File: config.mk
export PLATFORM = sky130hd
export DESIGN_NAME = serial_port_controller
export DESIGN_NICKNAME = d
export VERILOG_FILES = /design/src/rtl/serial_port_controller_pkg.sv /design/src/rtl/serial_port_controller_counter_3b.sv /design/src/rtl/serial_port_controller.sv
export SDC_FILE = /design/constraint.sdc
export NUM_CORES = 1
export LEC_CHECK = 0
export CORE_ASPECT_RATIO = 0.8
export CORE_MARGIN = 2
export CORE_UTILIZATION = 47
export DETAILED_ROUTE_END_ITERATION = 12
export GPL_ROUTABILITY_DRIVEN = 0
export PLACE_DENSITY_LB_ADDON = 0.3
export SLEW_MARGIN = 20
export SYNTH_ARGS = -nofsm -noshare
export SYNTH_HDL_FRONTEND = slang
export SYNTH_HIERARCHICAL = 1
export SYNTH_SLANG_ARGS = --single-unit
File: constraint.sdc
create_clock -name clk -period 1.9 [get_ports clk]
set_clock_uncertainty 0.05 [all_clocks]
set_input_delay 0.285 -clock clk [delete_from_list [all_inputs] [get_ports clk]]
set_output_delay 0.285 -clock clk [all_outputs]
set_load 0.05 [all_outputs]
File: src/rtl/serial_port_controller_pkg.sv
// Shared types and constants for the serial port controller.
// The optional START glitch check is enabled by SERIAL_PORT_CONTROLLER_GLITCH_FILTER_EN.
package serial_port_controller_pkg;

  localparam int PORT_W = 2;
  localparam int DATA_W = 8;
  localparam int NPORTS = 4;
  localparam int CNT_W  = 3;

  // One-hot encodings; bit index matches the debug vector fl.
  typedef enum logic [8:0] {
    IDLE   = 9'b000000001,
    START  = 9'b000000010,
    ADDR_H = 9'b000000100,
    ADDR_L = 9'b000001000,
    DATA   = 9'b000010000,
    STOP   = 9'b000100000,
    VALID  = 9'b001000000,
    ERROR  = 9'b010000000,
    WAIT   = 9'b100000000
  } state_t;

  function automatic logic [NPORTS-1:0] port_onehot(input logic [PORT_W-1:0] port);
    port_onehot = NPORTS'(1) << port;
  endfunction

endpackage

File: src/rtl/serial_port_controller_counter_3b.sv
// 3-bit payload bit counter with synchronous clear, enable and carry-out at count==7.
module counter_3b
  import serial_port_controller_pkg::*;
(
  input  logic clk,
  input  logic rst,
  input  logic clr,
  input  logic en,
  output logic co
);

  logic [CNT_W-1:0] cnt_reg;

  always_ff @(posedge clk or negedge rst) begin
    if (!rst) begin
      cnt_reg <= '0;
    end else if (clr) begin
      cnt_reg <= '0;
    end else if (en) begin
      cnt_reg <= cnt_reg + 1'b1;
    end
  end

  assign co = (cnt_reg == {CNT_W{1'b1}});

endmodule

File: src/rtl/serial_port_controller.sv
// Serial frame receiver: start bit(s), 2-bit port, 8-bit payload MSB-first, stop bit.
// Define SERIAL_PORT_CONTROLLER_GLITCH_FILTER_EN to require a second start 1 in START.
module serial_port_controller
  import serial_port_controller_pkg::*;
(
  input  logic              clk,
  input  logic              rst,
  input  logic              sin,
  output logic [NPORTS-1:0] p,
  output logic              outvalid,
  output logic              error,
  output logic [8:0]        fl,
  output logic [PORT_W-1:0] cur,
  output logic [DATA_W-1:0] shift_out,
  output logic              CO3BFLAG
);

  state_t              state_reg, state_next;
  logic [PORT_W-1:0]   cur_reg;
  logic [DATA_W-1:0]   shift_reg;
  logic                cnt_clr, cnt_en, cnt_co;

  counter_3b u_counter (
    .clk (clk),
    .rst (rst),
    .clr (cnt_clr),
    .en  (cnt_en),
    .co  (cnt_co)
  );

  always_ff @(posedge clk or negedge rst) begin
    if (!rst) begin
      state_reg <= IDLE;
    end else begin
      state_reg <= state_next;
    end
  end

  // Address and payload capture; values persist until the next frame.
  always_ff @(posedge clk or negedge rst) begin
    if (!rst) begin
      cur_reg   <= '0;
      shift_reg <= '0;
    end else begin
      if (state_reg == ADDR_H) cur_reg[1] <= sin;
      if (state_reg == ADDR_L) cur_reg[0] <= sin;
      if (state_reg == DATA)   shift_reg  <= {shift_reg[DATA_W-2:0], sin};
    end
  end

  always_comb begin
    state_next = state_reg;
    cnt_clr    = 1'b0;
    cnt_en     = 1'b0;
    outvalid   = 1'b0;
    error      = 1'b0;
    p          = '0;
    case (state_reg)
      IDLE:   if (sin) state_next = START;
`ifdef SERIAL_PORT_CONTROLLER_GLITCH_FILTER_EN
      START:  state_next = sin ? ADDR_H : IDLE;
`else
      START:  state_next = ADDR_H;
`endif
      ADDR_H: state_next = ADDR_L;
      ADDR_L: begin
        cnt_clr    = 1'b1;
        state_next = DATA;
      end
      DATA: begin
        cnt_en = 1'b1;
        if (cnt_co) state_next = STOP;
      end
      STOP:   state_next = sin ? ERROR : VALID;
      VALID: begin
        outvalid   = 1'b1;
        p          = port_onehot(cur_reg);
        state_next = WAIT;
      end
      ERROR: begin
        error      = 1'b1;
        state_next = WAIT;
      end
      WAIT:   if (!sin) state_next = IDLE;
      default: state_next = IDLE;
    endcase
  end

  assign fl        = state_reg;
  assign cur       = cur_reg;
  assign shift_out = shift_reg;
  assign CO3BFLAG  = cnt_co;

endmodule

==> impl_results.md <==
* Failing checks: setup timing
* Fmax at approximately 470 MHz
* Latest clock arrival within the worst-skew pair at 0.31 ns
* Top-count cell post-synth: dfrtp_1
* Sequential fraction of the synthesis area at 49.7%
* Placement Cell Area at between 1500 and 2000 um2
* Core area at between 2000 and 2500 um2
* Maximum vdd drop at 1070 uV
* Most frequent cells after synthesis: dfrtp_1 (21), nor2_1 (7), mux2_4 (6), mux2_2 (4)
* Hold buffer count at cts at 0
* Port Buf Inserts at 28
* CTS sink count at 22
* Nets at ~140
* Power Total at between 1.5 and 2 mW
* Drt via density at around 5.6
* Die area at 2770 um2
* Crit Path Max Fanout at 5
* 1st-iter DRT viols at 18
* TritonCTS clock tree: built
* Die width at 58.4 um
* EDFF count, synth at 0
* Worst hold slack at 0.193 ns
* GRT overflow at 0
* LEAKAGE at slightly below 0.9 nW
* Synth top area share at a little under half
* Filler instances at between 100 and 150
* Ys flop type: dfrtp_1
* Top cells by area, synth: dfrtp_1 (47%), mux2_4 (8.1%), mux2_2 (4.1%)
* Pre-antenna DRT Iters at 4
* # IOs at 29
* Slew of the pin with the lowest slew margin at roughly 0.50 ns
* WS Path Type: register to primary output
* CTS max path bufs at 2
* H-tree depth at 1
* Max-cap violation count at 0
* Crit end category: primary output
* Worst min path class: input pin to asynchronous set/reset pin
* Antenna-violating nets left at 0
* Inst Count DP at approximately 150
* Post-synthesis cell count at 87
* Avg Inst Size Synth at 12.8 um2
* Die Ht at roughly 47 um
* Aggregate global-route resource usage at just over 20%
* Final count of negative-setup-slack endpoints at 6
* Ys async rst share at 100%
* Antenna violations before repair at 0
* Largest register FFs at 9
* RSZ-0062 raised after global routing: true
* Final Instance Area at between 1500 and 2000 um2
* Power Density at 1130 nW/um2
* Final Cycle Share at 111%
* Yosys reg bits at 22
* Critical Path RT at 1.56 ns
* Pin count of the biggest net entering global routing at 16
* Pre-CTS setup slack at around 0.065 ns
* Critical Path AT at ~1.8 ns
* Avg WL per Cell at roughly 16 um
* CTS buffer count at 3
* Cell Count, Final, Fillers Out at around 160
* Syn Std Cell Area at ~1100 um2
* Status: finished with violations
* Clock transition at the registers of the reported paths at roughly 0.12 ns
* Syn Nets at slightly above 90
* Min Tclk post-route at 2.12 ns
* Layout cells sized above 1 at 47.7%
* WL final at roughly 2500 um
* Max Slew Vio Count at 0
* Detailed Place HPWL at 1920 um
* Hold Fails Final Rpt at 0
* Post-synth top area cell: dfrtp_1
* Via count at a little under 900
* Initial Utilization at about half
* Residual DRC at 0
* Root Buffer: clkbuf_4
* Area grow syn2layout at 47.3%
* Antenna fix cells at 0
* Vias in the first global route at around 800
* # rows at 15
* Slew HR at between 60% and 70%
* Yosys warnings at 6
* Netlist cell types at 37
* First-pass GRT wire length at approximately 4100 um
* CP Launch Type: register
* Setup ws final at -0.218 ns
power by group:
part	total, mW	switching (mW)	internal [mW]
clock network	0.224	0.141	0.0820
registers	0.678	0.110	0.567
logic	0.943	0.544	0.398
total	1.84	0.796	1.05
through the flow:
| stage | utilization, % | setup TNS (ns) |
|---|---|---|
| final | 74.5 | -0.959 |
| after global placement | 69.5 | 0 |
| after floorplan | - | -2.20 |
| after global routing | 74.5 | -1.49 |
| after CTS | 73.0 | -0.891 |
| after detailed placement | 69.5 | 0 |
layout by cell type, fill, tap and decap left out, types with 2 or more instances in the layout:
| master | n |
|---|---|
| and3b_2 | 2 |
| buf_12 | 7 |
| buf_4 | 25 |
| clkbuf_4 | 3 |
| clkdlybuf4s50_1 | 5 |
| dfrtp_1 | 18 |
| dfrtp_2 | 3 |
| dlymetal6s2s_1 | 5 |
| ha_1 | 2 |
| inv_1 | 3 |
| mux2_2 | 4 |
| mux2_4 | 6 |
| mux2i_1 | 2 |
| nand2_1 | 3 |
| nand3_2 | 3 |
| nand3b_1 | 2 |
| nor2_1 | 6 |
| nor2_4 | 2 |
| nor3b_1 | 2 |
| nor3b_4 | 3 |
| o21ai_0 | 2 |
| xnor2_1 | 2 |
layer usage:
metal  routed length, um  track usage [%]  up-vias
li1                    -                -      413
met5                   0                0        -
met3                 143             7.03        2
met4                  14             4.19        0
met2                1250             33.5       22
met1                1130             27.7      441
kinds of logic after synthesis:
kind of cell | after synthesis | synth area share, %
multiplexers | 12 | 14.0
flip-flops | 22 | 49.7
XOR/XNOR | 3 | 2.37
adder cells (fa/ha/maj) | 2 | 2.25
AO/OA/AOI/OAI | 8 | 4.73
AND/OR/NAND/NOR | 36 | 25.0
buffers and inverters | 4 | 2.03
worst max-delay path: stages (launching register included):
cell     delay (ns)
dfrtp_2        0.45
nor3_4         0.21
nand3_2        0.12
nor3b_4        0.26
nor3b_4        0.27
buf_12         0.17
layout make-up:
type	count	area (um2)	area share [%]
timing repair buffer	42	440	26.9
tap	25	31.3	1.91
clock buffer	4	26.3	1.61
inverter	3	11.3	0.688
multi-input combinational	61	572	34.9
sequential	22	556	33.9
worst paths after layout:
path / startpoint / to / slack, ns / cells after the start
max: fl[2] / p[0] / -0.22 / 5
min: rst / fl[1] / 0.19 / 1
max reg2reg: fl[2] / shift_out[5] / 0.11 / 7
min reg2reg: shift_out[7] / shift_out[7] / 0.48 / 1
max in group asynchronous: rst / shift_out[6] / 1.07 / 2
min in group clk: shift_out[7] / shift_out[7] / 0.48 / 1
timing repair:
item                                    in CTS  in global routing
pin swaps                                    4                  3
resized for setup                            1                  6
buffers inserted                             6                  2
endpoints found under the setup margin       6                 11
(Power assumes the default switching activity.)
